[src/rtl/sd_timer_bank.sv]
// sd_timer_bank: bank of independent down-counting timers for the SD host.
// Each channel loads a runtime value on start, counts qualified ticks down
// to zero, and pulses expire on the terminal-count tick. In periodic mode the
// channel reloads and keeps running. Each channel also has a sticky flag that
// is cleared by software.
//
// Per-channel FSM:
//   state | meaning
//   ------+-------------------------------------------------------------
//   IDLE  | counter parked at 0, waiting for start (stop ignored)
//   RUN   | counting qualified ticks; stop > start > terminal count > dec
module sd_timer_bank #(
    parameter int WIDTH    = 16,
    parameter int CHANNELS = 4
) (
    input  logic                      clk,
    input  logic                      reset,
    input  logic                      tick_en,
    input  logic [CHANNELS-1:0]       start,
    input  logic [CHANNELS-1:0]       stop,
    input  logic [CHANNELS-1:0]       periodic,
    input  logic [CHANNELS*WIDTH-1:0] load_value,
    input  logic [CHANNELS-1:0]       clear_flag,
    output logic [CHANNELS-1:0]       expire,
    output logic [CHANNELS-1:0]       busy,
    output logic [CHANNELS-1:0]       flag,
    output logic [CHANNELS*WIDTH-1:0] count_q
);

    typedef enum logic {
        ST_IDLE = 1'b0,
        ST_RUN  = 1'b1
    } state_t;

    for (genvar ch = 0; ch < CHANNELS; ch++) begin : g_ch

        state_t           state_q, state_d;
        logic [WIDTH-1:0] cnt_q, cnt_d;
        logic [WIDTH-1:0] ld;
        logic             mode_q, mode_d;
        logic             exp_q, exp_d;
        logic             flag_q, flag_d;
        logic             at_zero;
        logic             busy_c;

        assign ld      = load_value[ch*WIDTH +: WIDTH];
        assign at_zero = (cnt_q == '0);

        // State register: FSM state, counter, latched mode, expire pulse, flag.
        always_ff @(posedge clk or posedge reset) begin
            if (reset) begin
                state_q <= ST_IDLE;
                cnt_q   <= '0;
                mode_q  <= 1'b0;
                exp_q   <= 1'b0;
                flag_q  <= 1'b0;
            end else begin
                state_q <= state_d;
                cnt_q   <= cnt_d;
                mode_q  <= mode_d;
                exp_q   <= exp_d;
                flag_q  <= flag_d;
            end
        end

        // Next-state: prioritised RUN decisions; the start cycle never counts.
        always_comb begin
            state_d = state_q;
            cnt_d   = cnt_q;
            mode_d  = mode_q;
            exp_d   = 1'b0;
            unique case (state_q)
                ST_IDLE: begin
                    if (start[ch]) begin
                        state_d = ST_RUN;
                        cnt_d   = ld;
                        mode_d  = periodic[ch];
                    end
                end
                ST_RUN: begin
                    if (stop[ch]) begin
                        state_d = ST_IDLE;
                        cnt_d   = '0;
                    end else if (start[ch]) begin
                        cnt_d  = ld;
                        mode_d = periodic[ch];
                    end else if (tick_en) begin
                        if (at_zero) begin
                            exp_d = 1'b1;
                            if (mode_q) begin
                                cnt_d = ld;
                            end else begin
                                state_d = ST_IDLE;
                                cnt_d   = '0;
                            end
                        end else begin
                            cnt_d = cnt_q - 1'b1;
                        end
                    end
                end
                default: begin
                    state_d = ST_IDLE;
                    cnt_d   = '0;
                end
            endcase
            // A new expire beats a simultaneous clear.
            flag_d = exp_d | (flag_q & ~clear_flag[ch]);
        end

        // Outputs: everything comes straight from registers.
        always_comb begin
            busy_c = (state_q == ST_RUN);
        end

        assign busy[ch]                     = busy_c;
        assign expire[ch]                   = exp_q;
        assign flag[ch]                     = flag_q;
        assign count_q[ch*WIDTH +: WIDTH]   = cnt_q;
    end

endmodule

[config.mk]
export PLATFORM = sky130hd
export DESIGN_NAME = sd_timer_bank
export DESIGN_NICKNAME = d
export VERILOG_FILES = /design/src/rtl/sd_timer_bank.sv
export SDC_FILE = /design/constraint.sdc
export NUM_CORES = 1
export LEC_CHECK = 0
export ABC_AREA = 1
export CAP_MARGIN = 20
export CELL_PAD_IN_SITES_DETAIL_PLACEMENT = 1
export CELL_PAD_IN_SITES_GLOBAL_PLACEMENT = 2
export CORE_MARGIN = 5
export CORE_UTILIZATION = 27
export CTS_BUF_LIST = sky130_fd_sc_hd__clkbuf_4 sky130_fd_sc_hd__clkbuf_8
export CTS_CLUSTER_SIZE = 30
export DETAILED_ROUTE_END_ITERATION = 6
export PLACE_DENSITY = 0.94
export SYNTH_ARGS = -nofsm -noshare
export SYNTH_HDL_FRONTEND = slang
export SYNTH_SLANG_ARGS = --single-unit
[constraint.sdc]
create_clock -name clk -period 3.4 [get_ports clk]
set_input_delay 1.02 -clock clk [delete_from_list [all_inputs] [get_ports clk]]
set_output_delay 1.02 -clock clk [all_outputs]
set_load 0.03 [all_outputs]
## After elaboration in Yosys (flattened, before gate mapping)

Cells that the tools add are included.
W data, S select, Z words.

| storage, ports and cells | value |
|---|---|
| input port bits | 83 |
| output and inout bits | 76 |
| bits in registers | 80 |

| operators by class | value |
|---|---|
| add/sub/neg operators | 4 |
| equality and inequality tests | 12 |
| bitwise gates (word level) | 16 |
| mux-type cells | 88 |
| reductions and logical operators | 8 |

Operator list:

| cell | count |
|---|---|
| $mux W16 | 24 |
| $pmux W16 S2 | 4 |
| $logic_not A16 Y1 | 4 |
| $sub A16 B1 Y16 const B | 4 |
| $mux W1 | 52 |
| $ne A2 B2 Y1 const B | 8 |
| $ne A4 B4 Y1 const B | 4 |
| $pmux W1 S2 | 8 |
| $not A1 Y1 | 8 |
| $reduce_and A2 Y1 | 4 |
| $and A1 B1 Y1 | 4 |
| $or A1 B1 Y1 | 4 |

## Depth between registers and ports, before layout

| logic depth | value |
|---|---|
| depth in word-level cells | 7 |
| gate-level depth with buffers | 12 |

## Worst setup path before layout

No wires, ideal clock.

| path | value |
|---|---|
| path type | input -> register |
| from | input start[3] |
| to | register g_ch[3].cnt_q[11] |
| required time | 3.282 ns |
| slack | 1.377 ns |
| setup time | 0.118 ns |
| arrival | 1.905 ns |
| stages | 7 |
| cells stage by stage | buf_2 -> inv_1 -> o211ai_1 -> buf_2 -> o21ai_0 -> a21oi_1 -> nor2_1 |

| between the ends | value |
|---|---|
| word-level cells in the longest chain between the ends | 3 |
| elaborated cells between the ends (all ways) | 6 |
| classes of those cells | 2 x eq/ne; 3 x mux; 1 x reduce/logical |

Ends and longest elaborated chain:

| what | RTL line | RTL |
|---|---|---|
| start, declared | 19 | `input logic [CHANNELS-1:0] start,` |
| $mux W16 | 84 | `end else if (start[ch]) begin` |
| $mux W16 | 81 | `if (stop[ch]) begin` |
| $pmux W16 S2 | 72 | `unique case (state_q)` |
| end signal, assigned | 59 | `cnt_q <= cnt_d;` |
| end, declared | 38 | `logic [WIDTH-1:0] cnt_q, cnt_d;` |

Parallel ways exist; a longest one is shown, timed or not.
A chain may end at the register's enable or synchronous reset.

## Worst setup path after layout

| path | value |
|---|---|
| from | register g_ch[1].cnt_q[3] |
| to | output count_q[19] |

RTL lines:

| what | RTL line | RTL |
|---|---|---|
| start, declared | 38 |  |
| start signal, assigned | 59 |  |
| end, declared | 27 | `output logic [CHANNELS*WIDTH-1:0] count_q` |

No word-level cell between the ends.

==> flow_summary_export.csv <==
group,metric,value,unit
synthesis,synth_nets,1311,
synthesis,async_flop_share,1.00,
clock_network,cts_hold_buf,0,
synthesis,ys.warnings.count,0,
worst_setup_path,worstSetupPathDepth,1,
floorplanning,io_pins,159,
clock_network,cts_tree,"built",
finish,fillers,3414,
sta,holdWs,546,ps
floorplanning,die_area,0.0300,mm²
worst_setup_path,reg2reg_slack,1450,ps
floorplanning,core,0.0261,mm²
synthesis,synth_edf_count,0,
sta,max-slew-margin-rel,0.474,
finish,antennaDiodeCount,0,
worst_setup_path,crit_chain,"clkdlybuf4s50_1",
synthesis,syn_avg_cell_area,5.89,µm²
worst_setup_path,reg2reg_from,"g_ch[2].cnt_q[11]",
finish,register_area,0.00200,mm²
drt,drt_pass1_iterations,4,
placement,hpwl,19900,µm
global_routing,grt_usage,0.175,
sta,fin_skew,17.5,ps
worst_hold_path,min-delay-start,"g_ch[1].flag_q",
worst_setup_path,crit_start,"g_ch[1].cnt_q[3]",
finish,multi_input_area,0.00423,mm²
drt,drt-total-wl,26300,µm
sta,fmax,377,MHz
worst_setup_path,setup.worst_path.end_class,"primary output",
worst_setup_path,path_delay_family,"buffers and inverters",
synthesis,synthCells,1220,
status,status,"completed",
clock_network,clock_sinks,80,
worst_setup_path,slowest_delay,740,ps
drt,drc,0,
worst_setup_path,critPathKind,"register to primary output",
synthesis,ys.flop_type,"dfrtp_1",
worst_setup_path,path_max_fanout,6,
clock_network,clkTransAtPathRegs,90,ps
finish,drive_gt1_frac,0.0673,
drt,avgViaCountPerCell,4.75,
worst_setup_path,cp.required,2380,ps
drt,dr.max_layer_used,"met4",
drt,ant_nets,0,
clock_network,cts_buffer_depth,2,
job,max_cap_viol_count,0,
global_routing,grt_pass1_vias,8499,
worst_setup_path,critPathBufInv,1,
synthesis,synth_area_leader_cell,"dfrtp_1",
worst_setup_path,cp_slowest_cell,"clkdlybuf4s50_1",
sta,worstMarginPinSlew,789,ps
drt,dr_wl_met3,848,µm
floorplanning,initial_core_util,0.275,
synthesis,yosysTopAreaCellShare,0.279,
worst_setup_path,critPathArrivalTime,1640,ps
global_routing,grt_pass1_wl,44000,µm
worst_setup_path,r2r_cells,8,
floorplanning,die_h,173,µm
worst_hold_path,min_path_type,"register to register",
clock_network,cts-htree-levels,3,
worst_setup_path,critPathLaunchType,"register",
synthesis,ys_seq_area_frac,0.279,
global_routing,grt_max_degree,41,
floorplanning,die_w,173,µm
drt,drt-met1-wl,12500,µm
clock_network,cts_setup_buffers,0,
sta,rsz0062_at_grt,"no",
sta,hold_viol_final,0,
sta,setup_violations,0,
sta,fin_setup_tns,0,ps
pwr,p_total,4.50,mW
synthesis,syn_area,0.00719,mm²
synthesis,synth_seq_cells,80,
sta,fin_crit_sh,0.781,
clock_network,cts_made_buffers,9,
finish,area_delta_synth_final,30.4,%
sta,report.final.slew_viol_count,0,
sta,finalCriticalPeriod,2660,ps
drt,wl_met2,12700,µm
synthesis,synthDistinctLibCells,36,
drt,via_count,8097,
global_routing,overflow,0,
clock_network,cts-resized-gates,0,
worst_setup_path,crit_end,"count_q[19]",
placement,portBuffers,158,
finish,layout.nets,1454,
drt,routedWlPerCell,15.4,µm
worst_hold_path,holdPathStages,2,
clock_network,clk_latency,380,ps
worst_setup_path,r2r-end,"g_ch[2].busy_c",
floorplanning,rows,59,
global_routing,antenna_found_initial,0,
pwr,p_per_area,480,mW/mm²
drt,drtIter0Drc,351,
clock_network,clock-root-buffer,"clkbuf_8",
synthesis,synthTopCellsByArea,"dfrtp_1 (28%), nand2_1 (19%), inv_1 (9.5%)",
placement,routabilityCongestion,0.827,
pwr,leakagePower,4.60,nW
pwr,vdd_drop_max,0.000193,V
## final cells by class
type / count / area share
Tap cell: 335 / 0.0447
Timing Repair Buffer: 180 / 0.188
Inverter: 186 / 0.0746
Clock buffer: 10 / 0.0147
Multi-Input combinational cell: 906 / 0.451
Clock inverter: 6 / 0.0139
Sequential cell: 80 / 0.214
## state kept, by name (all words and copies together) (netlist names)
name	cells
g_ch.busy_c	4
g_ch.cnt_q	64
g_ch.exp_q	4
g_ch.flag_q	4
g_ch.mode_q	4
## placed cells by master, fill, tap and decap left out, types with 2 or more instances in the layout
cell	count
a21o_1	2
a21oi_1	82
a21oi_2	3
buf_4	21
bufinv_16	4
clkbuf_8	10
clkdlybuf4s50_1	158
clkinv_2	3
dfrtp_1	80
ha_1	8
inv_1	181
inv_2	4
nand2_1	357
nand2_2	10
nand2_4	2
nand3_1	114
nand3_2	2
nand3_4	2
nand3b_1	2
nand4_1	7
nor2_1	169
nor2_2	20
nor2_4	4
o211ai_1	11
o21ai_0	57
o21ai_1	16
o22ai_1	4
or2_2	4
xnor2_1	7
xor2_1	17
## layer usage
metal / global-route usage / vias to the layer above
li1: - / 4068
met4: 0.0349 / 0
met3: 0.0253 / 18
met1: 0.233 / 3872
met2: 0.303 / 139
met5: 0 / -
## where the power goes
part	total, mW	leakage [nW]	internal [mW]	switching, mW
Sequential	1.44	0.962	1.12	0.314
Combinational	2.06	3.50	0.800	1.26
Clock	1.01	0.136	0.581	0.431
## cells by family (layout without fill, tap and decap cells)
kind of cell             Yosys count  after routing  synth area share
flip-flops                        80             80             0.279
buffers and inverters            234            382             0.133
XOR/XNOR                          24             24            0.0292
AO/OA/AOI/OAI                    176            176             0.130
adder cells (fa/ha/maj)            8              8            0.0139
AND/OR/NAND/NOR                  698            698             0.415
## synth_stat cells, types with 2 or more instances
| master | number |
|---|---|
| o21ai_1 | 16 |
| buf_1 | 2 |
| xor2_1 | 17 |
| nand3_2 | 2 |
| ha_1 | 8 |
| a21oi_1 | 82 |
| inv_1 | 182 |
| nand2_4 | 2 |
| nand3b_1 | 2 |
| nand3_1 | 114 |
| xnor2_1 | 7 |
| nand2_1 | 357 |
| o21ai_0 | 57 |
| nand2_2 | 10 |
| buf_2 | 10 |
| nand4_1 | 7 |
| o22ai_1 | 4 |
| inv_2 | 4 |
| nor2_2 | 20 |
| buf_4 | 12 |
| clkbuf_1 | 21 |
| dfrtp_1 | 80 |
| o211ai_1 | 11 |
| a21oi_2 | 3 |
| a21o_1 | 2 |
| nor2_4 | 4 |
| buf_6 | 3 |
| nor2_1 | 169 |
| or2_2 | 4 |
| nand3_4 | 2 |
## per-stage QoR
stage               setup slack [ps]  instances  area [µm²]   util
floorplan                        328       1220        7190      -
global placement                 749       1687        9110  0.349
detailed placement               690       1687        9110  0.349
CTS                              709       1703        9380  0.359
global route                     692       1703        9380  0.359
finish                           745       1703        9380  0.359
## worst min path at each step
stage	endpoint	slack [ps]
6_report	g_ch[1].flag_q	550
3_3_place_gp	g_ch[3].flag_q	530
2_1_floorplan	g_ch[0].flag_q	510
3_5_place_dp	g_ch[1].flag_q	540
5_1_grt	g_ch[1].flag_q	580
4_1_cts	g_ch[1].flag_q	550
Power figures use the tool's default switching activity.
